## config.mk

```make
export PLATFORM = sky130hd
export DESIGN_NAME = poz_compare_seq
export DESIGN_NICKNAME = d
export VERILOG_FILES = /design/src/rtl/poz_compare_seq.sv
export SDC_FILE = /design/constraint.sdc
export NUM_CORES = 1
export LEC_CHECK = 0
export CORE_UTILIZATION = 47
export CTS_BUF_LIST = sky130_fd_sc_hd__clkbuf_4 sky130_fd_sc_hd__clkbuf_8 sky130_fd_sc_hd__clkbuf_16
export CTS_CLUSTER_SIZE = 30
export DETAILED_ROUTE_END_ITERATION = 8
export GPL_TIMING_DRIVEN = 0
export PLACE_DENSITY_LB_ADDON = 0.05
export SETUP_SLACK_MARGIN = 0.02
export SYNTH_ARGS = -nofsm -noshare
export SYNTH_HDL_FRONTEND = slang
export SYNTH_SLANG_ARGS = --single-unit
```

## constraint.sdc

```tcl
create_clock -name clk -period 2.2 [get_ports clk]
set_input_delay 0.44 -clock clk [delete_from_list [all_inputs] [get_ports clk]]
set_output_delay 0.44 -clock clk [all_outputs]
set_load 0.02 [all_outputs]
```

## src/rtl/poz_compare_seq.sv

```systemverilog
// poz_compare_seq: handshake wrapper that drives a 4-bit comparator, samples it after a settle delay and tallies outcomes
module poz_compare_seq #(
  parameter int SETTLE_CYCLES = 1,
  parameter int CNT_W = 8
) (
  input  logic             clk,
  input  logic             rst_n,
  input  logic             in_valid,
  output logic             in_ready,
  input  logic [3:0]       in_a,
  input  logic [3:0]       in_b,
  output logic             a_0,
  output logic             a_1,
  output logic             a_2,
  output logic             a_3,
  output logic             b_0,
  output logic             b_1,
  output logic             b_2,
  output logic             b_3,
  input  logic             x,
  input  logic             y,
  input  logic             z,
  output logic             out_valid,
  input  logic             out_ready,
  output logic             out_gt,
  output logic             out_lt,
  output logic             out_eq,
  output logic [3:0]       out_a,
  output logic [3:0]       out_b,
  output logic [CNT_W-1:0] cnt_gt,
  output logic [CNT_W-1:0] cnt_lt,
  output logic [CNT_W-1:0] cnt_eq,
  input  logic             clr_cnt,
  output logic             err
);
  typedef enum logic [1:0] {IDLE, DRIVE, HOLD} state_t;
  localparam logic [3:0] TLOAD = 4'(SETTLE_CYCLES - 1);
  state_t state_q, state_d;
  logic [3:0] timer_q, timer_d, a_q, a_d, b_q, b_d, oa_q, oa_d, ob_q, ob_d;
  logic [2:0] res_q, res_d;
  logic [CNT_W-1:0] cg_q, cg_d, cl_q, cl_d, ce_q, ce_d;
  logic err_q, err_d, sample, one_hot;
  function automatic logic [CNT_W-1:0] sat_inc(input logic [CNT_W-1:0] v);
    return &v ? v : v + 1'b1;
  endfunction
  assign sample = state_q == DRIVE && timer_q == 4'd0;
  assign one_hot = {x, y, z} == 3'b100 || {x, y, z} == 3'b010 || {x, y, z} == 3'b001;
  // Next state: handshake sequencing, settle timer, result capture and counter/err update with clear priority
  always_comb begin
    state_d = state_q;
    timer_d = timer_q;
    a_d = a_q;
    b_d = b_q;
    oa_d = oa_q;
    ob_d = ob_q;
    res_d = res_q;
    cg_d = cg_q;
    cl_d = cl_q;
    ce_d = ce_q;
    err_d = err_q;
    case (state_q)
      IDLE: if (in_valid) begin
        a_d = in_a;
        b_d = in_b;
        oa_d = in_a;
        ob_d = in_b;
        timer_d = TLOAD;
        state_d = DRIVE;
      end
      DRIVE: if (timer_q == 4'd0) begin
        res_d = {x, y, z};
        state_d = HOLD;
      end else timer_d = timer_q - 4'd1;
      HOLD: if (out_ready) state_d = IDLE;
      default: state_d = IDLE;
    endcase
    if (sample) begin
      cg_d = (one_hot && x) ? sat_inc(cg_q) : cg_q;
      cl_d = (one_hot && y) ? sat_inc(cl_q) : cl_q;
      ce_d = (one_hot && z) ? sat_inc(ce_q) : ce_q;
      err_d = err_q | ~one_hot;
    end
    if (clr_cnt) begin
      cg_d = '0;
      cl_d = '0;
      ce_d = '0;
      err_d = 1'b0;
    end
  end
  // State register with synchronous active-low reset clearing everything
  always_ff @(posedge clk) begin
    if (!rst_n) begin
      state_q <= IDLE;
      timer_q <= '0;
      a_q <= '0;
      b_q <= '0;
      oa_q <= '0;
      ob_q <= '0;
      res_q <= '0;
      cg_q <= '0;
      cl_q <= '0;
      ce_q <= '0;
      err_q <= 1'b0;
    end else begin
      state_q <= state_d;
      timer_q <= timer_d;
      a_q <= a_d;
      b_q <= b_d;
      oa_q <= oa_d;
      ob_q <= ob_d;
      res_q <= res_d;
      cg_q <= cg_d;
      cl_q <= cl_d;
      ce_q <= ce_d;
      err_q <= err_d;
    end
  end
  assign in_ready = rst_n && state_q == IDLE;
  assign out_valid = state_q == HOLD;
  assign {a_3, a_2, a_1, a_0} = a_q;
  assign {b_3, b_2, b_1, b_0} = b_q;
  assign {out_gt, out_lt, out_eq} = res_q;
  assign out_a = oa_q;
  assign out_b = ob_q;
  assign cnt_gt = cg_q;
  assign cnt_lt = cl_q;
  assign cnt_eq = ce_q;
  assign err = err_q;
endmodule
```

# == Word-level counts from Yosys, hierarchy flattened ==
# Index checks and enable logic that the tools add are counted.
# classes
addsub,4
eq_ne,9
muxes,7
bitwise,6
reduce_logical,21
# ops
cell,count
adder 8 x 1 -> 8 bit (second input constant),3
AND reduction 8 bit,3
AND reduction 3 bit,5
2-to-1 mux 4 bit,2
one-hot mux 4 bit (2 select lines),1
2-to-1 mux 2 bit,3
one-hot mux 2 bit (3 select lines),1
logical AND 1 bit,5
inverter 1 bit,5
logical NOT 4 bit,1
!= test 2 x 1 -> 1 bit (second input constant),2
!= test 2 bit (second input constant),2
AND reduction 2 bit,2
subtractor 4 x 1 -> 4 bit (second input constant),1
equality test 3 x 1 -> 1 bit (second input constant),1
equality test 3 x 2 -> 1 bit (second input constant),1
equality test 3 bit (second input constant),1
equality test 2 x 1 -> 1 bit (second input constant),1
equality test 2 bit (second input constant),1
logical NOT 2 bit,1
logical OR 1 bit,2
nonzero test 2 bit,1
OR reduction 2 bit,1
bitwise OR 1 bit,1
# word_totals
ff_bits,42
output_inout_bits,46

# == Depth between registers and ports, before layout ==
# depth
depth_word,5
depth_mapped,7
depth_no_buf,6

# == Worst setup path before layout ==
# No wires, ideal clock.
# synth_path
path_kind,reg-to-reg
start,register timer_q[0]
end,"register ce_q[5], in the netlist cnt_eq[5]"
setup_time_ps,72
arrival_ps,1689
required_time_ps,2128
path_slack_ps,439
stages_incl_launch_ff,8
period_less_slack_ps,1761
path_cell_list,dfxtp_1 > inv_1 > ha_1 > nor3b_4 > nand4_1 > buf_2 > nor4_1 > mux2i_1
# synth_between
elab_chain_cells,3
# synth_lines
item,line,source
from (decl),39,"logic [3:0] timer_q, timer_d, a_q, a_d, b_q, b_d, oa_q, oa_d, ob_q, ob_d;"
from (signal assigned),106,timer_q <= timer_d;
logical NOT 4 bit,46,assign sample = state_q == DRIVE && timer_q == 4'd0;
logical AND 1 bit,46,
AND reduction 3 bit (no source line),n/a,
to (signal assigned),102,ce_q <= '0;
to (signal assigned),114,ce_q <= ce_d;
to (decl),41,"logic [CNT_W-1:0] cg_q, cg_d, cl_q, cl_d, ce_q, ce_d;"
# Every way passes these cells.
# A chain may end at the register's enable or synchronous reset.

# == Worst setup path in the final report ==
# layout_path
start,input port z
end,"register cl_q[5], in the netlist cnt_lt[5]"
# layout_between
elab_chain_cells,5
elab_cells_between_ends,7
classes_between,eq/ne (3); reduce/logical (4)
# layout_lines
item,line,source
from (decl),22,"input logic z,"
equality test 3 bit / equality test 3 x 2 -> 1 bit (equally long branches),47,"assign one_hot = {x, y, z} == 3'b100 || {x, y, z} == 3'b010 || {x, y, z} == 3'b001;"
logical OR 1 bit,47,
logical OR 1 bit (*),47,
logical AND 1 bit (*),79,cl_d = (one_hot && y) ? sat_inc(cl_q) : cl_q;
AND reduction 3 bit (no source line) (*),n/a,
to (signal assigned),113,cl_q <= cl_d;
to (decl),41,
# Every way passes the cells marked *; elsewhere a longest branch is shown, timed or not.

==> summary.md <==
| Metric | Value |
|---|---|
| Most frequent cells in the layout | `59 x clkdlybuf4s50_1, 42 x dfxtp_1, 29 x nand2_1` |
| Row count | `23` |
| Final setup viols | `0` |
| Final min period | `2.08 ns` |
| Clk sinks | `42` |
| Gr ovfl total | `0` |
| Footprint of the multi-input gates | `1130 um^2` |
| Post-route design area | `2890 um^2` |
| I/O Buffers | `61` |
| Crit path max fanout | `10` |
| Cell variety after synth | `42` |
| Max-slew violation count | `0` |
| Layout Cells excl Fill | `around 360` |
| Slowest CP cell | `clkdlybuf4s50_1` |
| Total GRT Usage | `21.7%` |
| Status | `finished clean` |
| Setup CP Type | `in2reg` |
| Final Skew | `between 0.002 and 0.003 ns` |
| First-pass GRT wire length | `7670 um` |
| CTS H-tree lvls | `2` |
| Seq. cell area | `841 um^2` |
| Synthesized cell area | `around 2100 um^2` |
| DR DRC count | `0` |
| Placer Congestion | `0.808` |
| Max-cap violations | `0` |
| Power Density | `695 nW/um^2` |
| Leak | `1.02 nW` |
| Fin. Hold Viols | `0` |
| CTS tree | `done` |
| #FFs+latches synth | `42` |
| Post-Route WL | `around 4600 um` |
| Largest net degree at the start of global routing | `13` |
| Die W | `~69 um` |
| Worst slack, placed | `-0.446 ns` |
| Most common cell after layout, fill and taps aside | `clkdlybuf4s50_1` |
| Root Buffer | `clkbuf_8` |
| Dpl hpwl | `3410 um` |
| TritonCTS Buffers | `5` |
| Hold WS | `0.469 ns` |
| Placed cells | `around 350` |
| Clock slew at reported path FFs | `around 0.070 ns` |
| Worst Path Required | `2.43 ns` |
| Critical path endpoint category | `flop` |
| # nets final | `331` |
| Avg Inst Size Synth | `8.68 um^2` |
| Share of cells above drive strength 1 | `between 10% and 20%` |
| DRT iter0 DRCs | `around 100` |
| Antenna violations before repair | `0` |
| Die height | `around 70 um` |
| Drt first pass iters | `4` |
| Hold Crit Class | `reg2reg` |
| Core Footprint | `4140 um^2` |
| Die Area | `4720 um^2` |
| Area Overhead vs Synth | `38.0%` |
| Peak VDD IR | `0.000478 V` |
| Power, Total | `around 2 mW` |
| Relative slew slack | `61.1%` |
| Gate count of the mapped netlist | `approximately 240` |
| Slowest stage delay, CP | `0.54 ns` |
| Clk buf depth | `2` |
| Final worst-path setup slack | `0.125 ns` |
| Initial Util | `50.5%` |
| Worst slew pin tran | `slightly below 0.6 ns` |
| Mean number of vias per cell | `5.43` |
| Seq/Total Area, Yosys | `40.2%` |
| Period utilisation layout | `94.3%` |
| Worst EP arrival | `2.31 ns` |
| ANT nets after route | `0` |
| RSZ-0062 raised after global routing | `false` |
| Worst skew pair latency | `between 0.2 and 0.3 ns` |
| IO Count | `62` |
| Syn_nets | `between 200 and 300` |
| Vias in the first global route | `1800` |
| Crit-path cells | `clkdlybuf4s50_1 > nor4b_4 > nand2_2 > or4_1 > a21oi_1` |
| Hold_buf cts | `0` |
| Per-cell routed wire length | `approximately 13 um` |
| Vias | `1966` |
| Placed instance area | `2760 um^2` |
| Yosys warnings | `0` |
| # diodes | `0` |
| Fillcell total | `354` |
| Highest clock rate | `482 MHz` |
| Startpoint Class | `input pin` |
## worst max-delay path, delay by kind of cell
kind | cells | cell delay, ns
AOI/OAI and AO/OA | 1 | 0.14
buffers and inverters | 1 | 0.54
and+or+nand+nor | 3 | 1.17
## synthesized netlist by cell type
cell,count,area (um^2)
buf_2,3,15.0
and4_1,4,35.0
o211ai_2,1,12.5
nand2_2,1,6.26
and2_2,1,7.51
nor4b_1,1,8.76
clkbuf_1,5,18.8
nor4_1,3,18.8
or4_1,7,52.6
mux2i_1,5,50.1
o21ai_0,9,45.0
buf_4,9,67.6
nand4_1,7,43.8
inv_1,6,22.5
and4bb_2,2,25.0
and3_1,1,6.26
nor3b_4,1,18.8
o31ai_1,6,45.0
a21boi_0,12,90.1
xnor2_1,2,17.5
or3_2,2,15.0
xor2_1,2,17.5
nor3_1,2,10.0
and4bb_1,1,12.5
a31oi_1,2,12.5
nand2_1,29,109
dfxtp_1,42,841
nor2_1,14,52.6
or3_1,4,25.0
nor2b_1,4,25.0
nand2b_1,4,25.0
nor4b_4,1,23.8
a211oi_1,2,15.0
ha_1,4,50.1
a41o_1,1,10.0
nand3_1,13,65.1
o311ai_0,3,26.3
and2_1,4,25.0
and2b_1,1,7.51
a21oi_1,15,75.1
o41ai_1,4,35.0
or2_2,1,6.26
## state kept, by name (all words and copies together) (netlist names)
name	cells
cnt_eq	8
err	1
res_q	3
out_a	4
out_b	4
state_q	2
cnt_gt	8
cnt_lt	8
timer_q	4
## worst paths after layout
path	from	end	slack, ns	cells past startpoint
max	z	cnt_lt[5]$_SDFFE_PP0P_	0.12	5
min	res_q[2]$_SDFFE_PN0P_	res_q[2]$_SDFFE_PN0P_	0.47	2
max reg2reg	timer_q[0]$_SDFFE_PN0P_	cnt_eq[2]$_SDFFE_PP0P_	0.24	7
min reg2reg	res_q[2]$_SDFFE_PN0P_	res_q[2]$_SDFFE_PN0P_	0.47	2
## metal layers
layer | track usage [%] | routed length [um]
met5 | 0 | 0
met2 | 36.2 | 2200
met4 | 11.7 | 90
met3 | 4.11 | 190
met1 | 26.4 | 2170
## cell families (layout without fill, tap and decap cells)
family	count (synthesis)	in the layout	synth area share (%)
and+or+nand+nor	108	108	29.9
AOI/OAI and AO/OA	55	55	17.5
DFF	42	42	40.2
buffers and inverters	23	94	5.92
muxes	5	5	2.39
adders and majority gates	4	4	2.39
xor gates and xnor gates	4	4	1.68
## per-stage QoR
stage / setup TNS [ns] / util, %
after floorplan: 0 / -
after global placement: -1.80 / 66.7
after detailed placement: -2.08 / 66.7
after CTS: 0 / 69.1
after global routing: 0 / 69.6
final: 0 / 69.6
## report_power, final
part | leakage, nW | internal [mW] | total (mW) | switching, mW
Sequential | 0.341 | 0.817 | 0.879 | 0.0625
Clock | 0.0517 | 0.265 | 0.522 | 0.257
Combinational | 0.628 | 0.314 | 0.604 | 0.290
Total | 1.02 | 1.40 | 2.01 | 0.609
## area by class of cell
class | count | area share (%)
clock buffers | 7 | 3.12
multi-input cells | 176 | 39.2
clock inverters | 1 | 0.173
flip-flops and latches | 42 | 29.1
repair buffers | 63 | 21.8
well taps | 50 | 2.17
inverters | 6 | 0.781
plain buffers | 17 | 3.56
## timing repair
item                                    in CTS  in global routing
endpoints found under the setup margin       1                 12
setup buffers                                0                  2
gates resized for setup                      4                  3
pin swaps                                    0                  2
(Power assumes the default switching activity.)
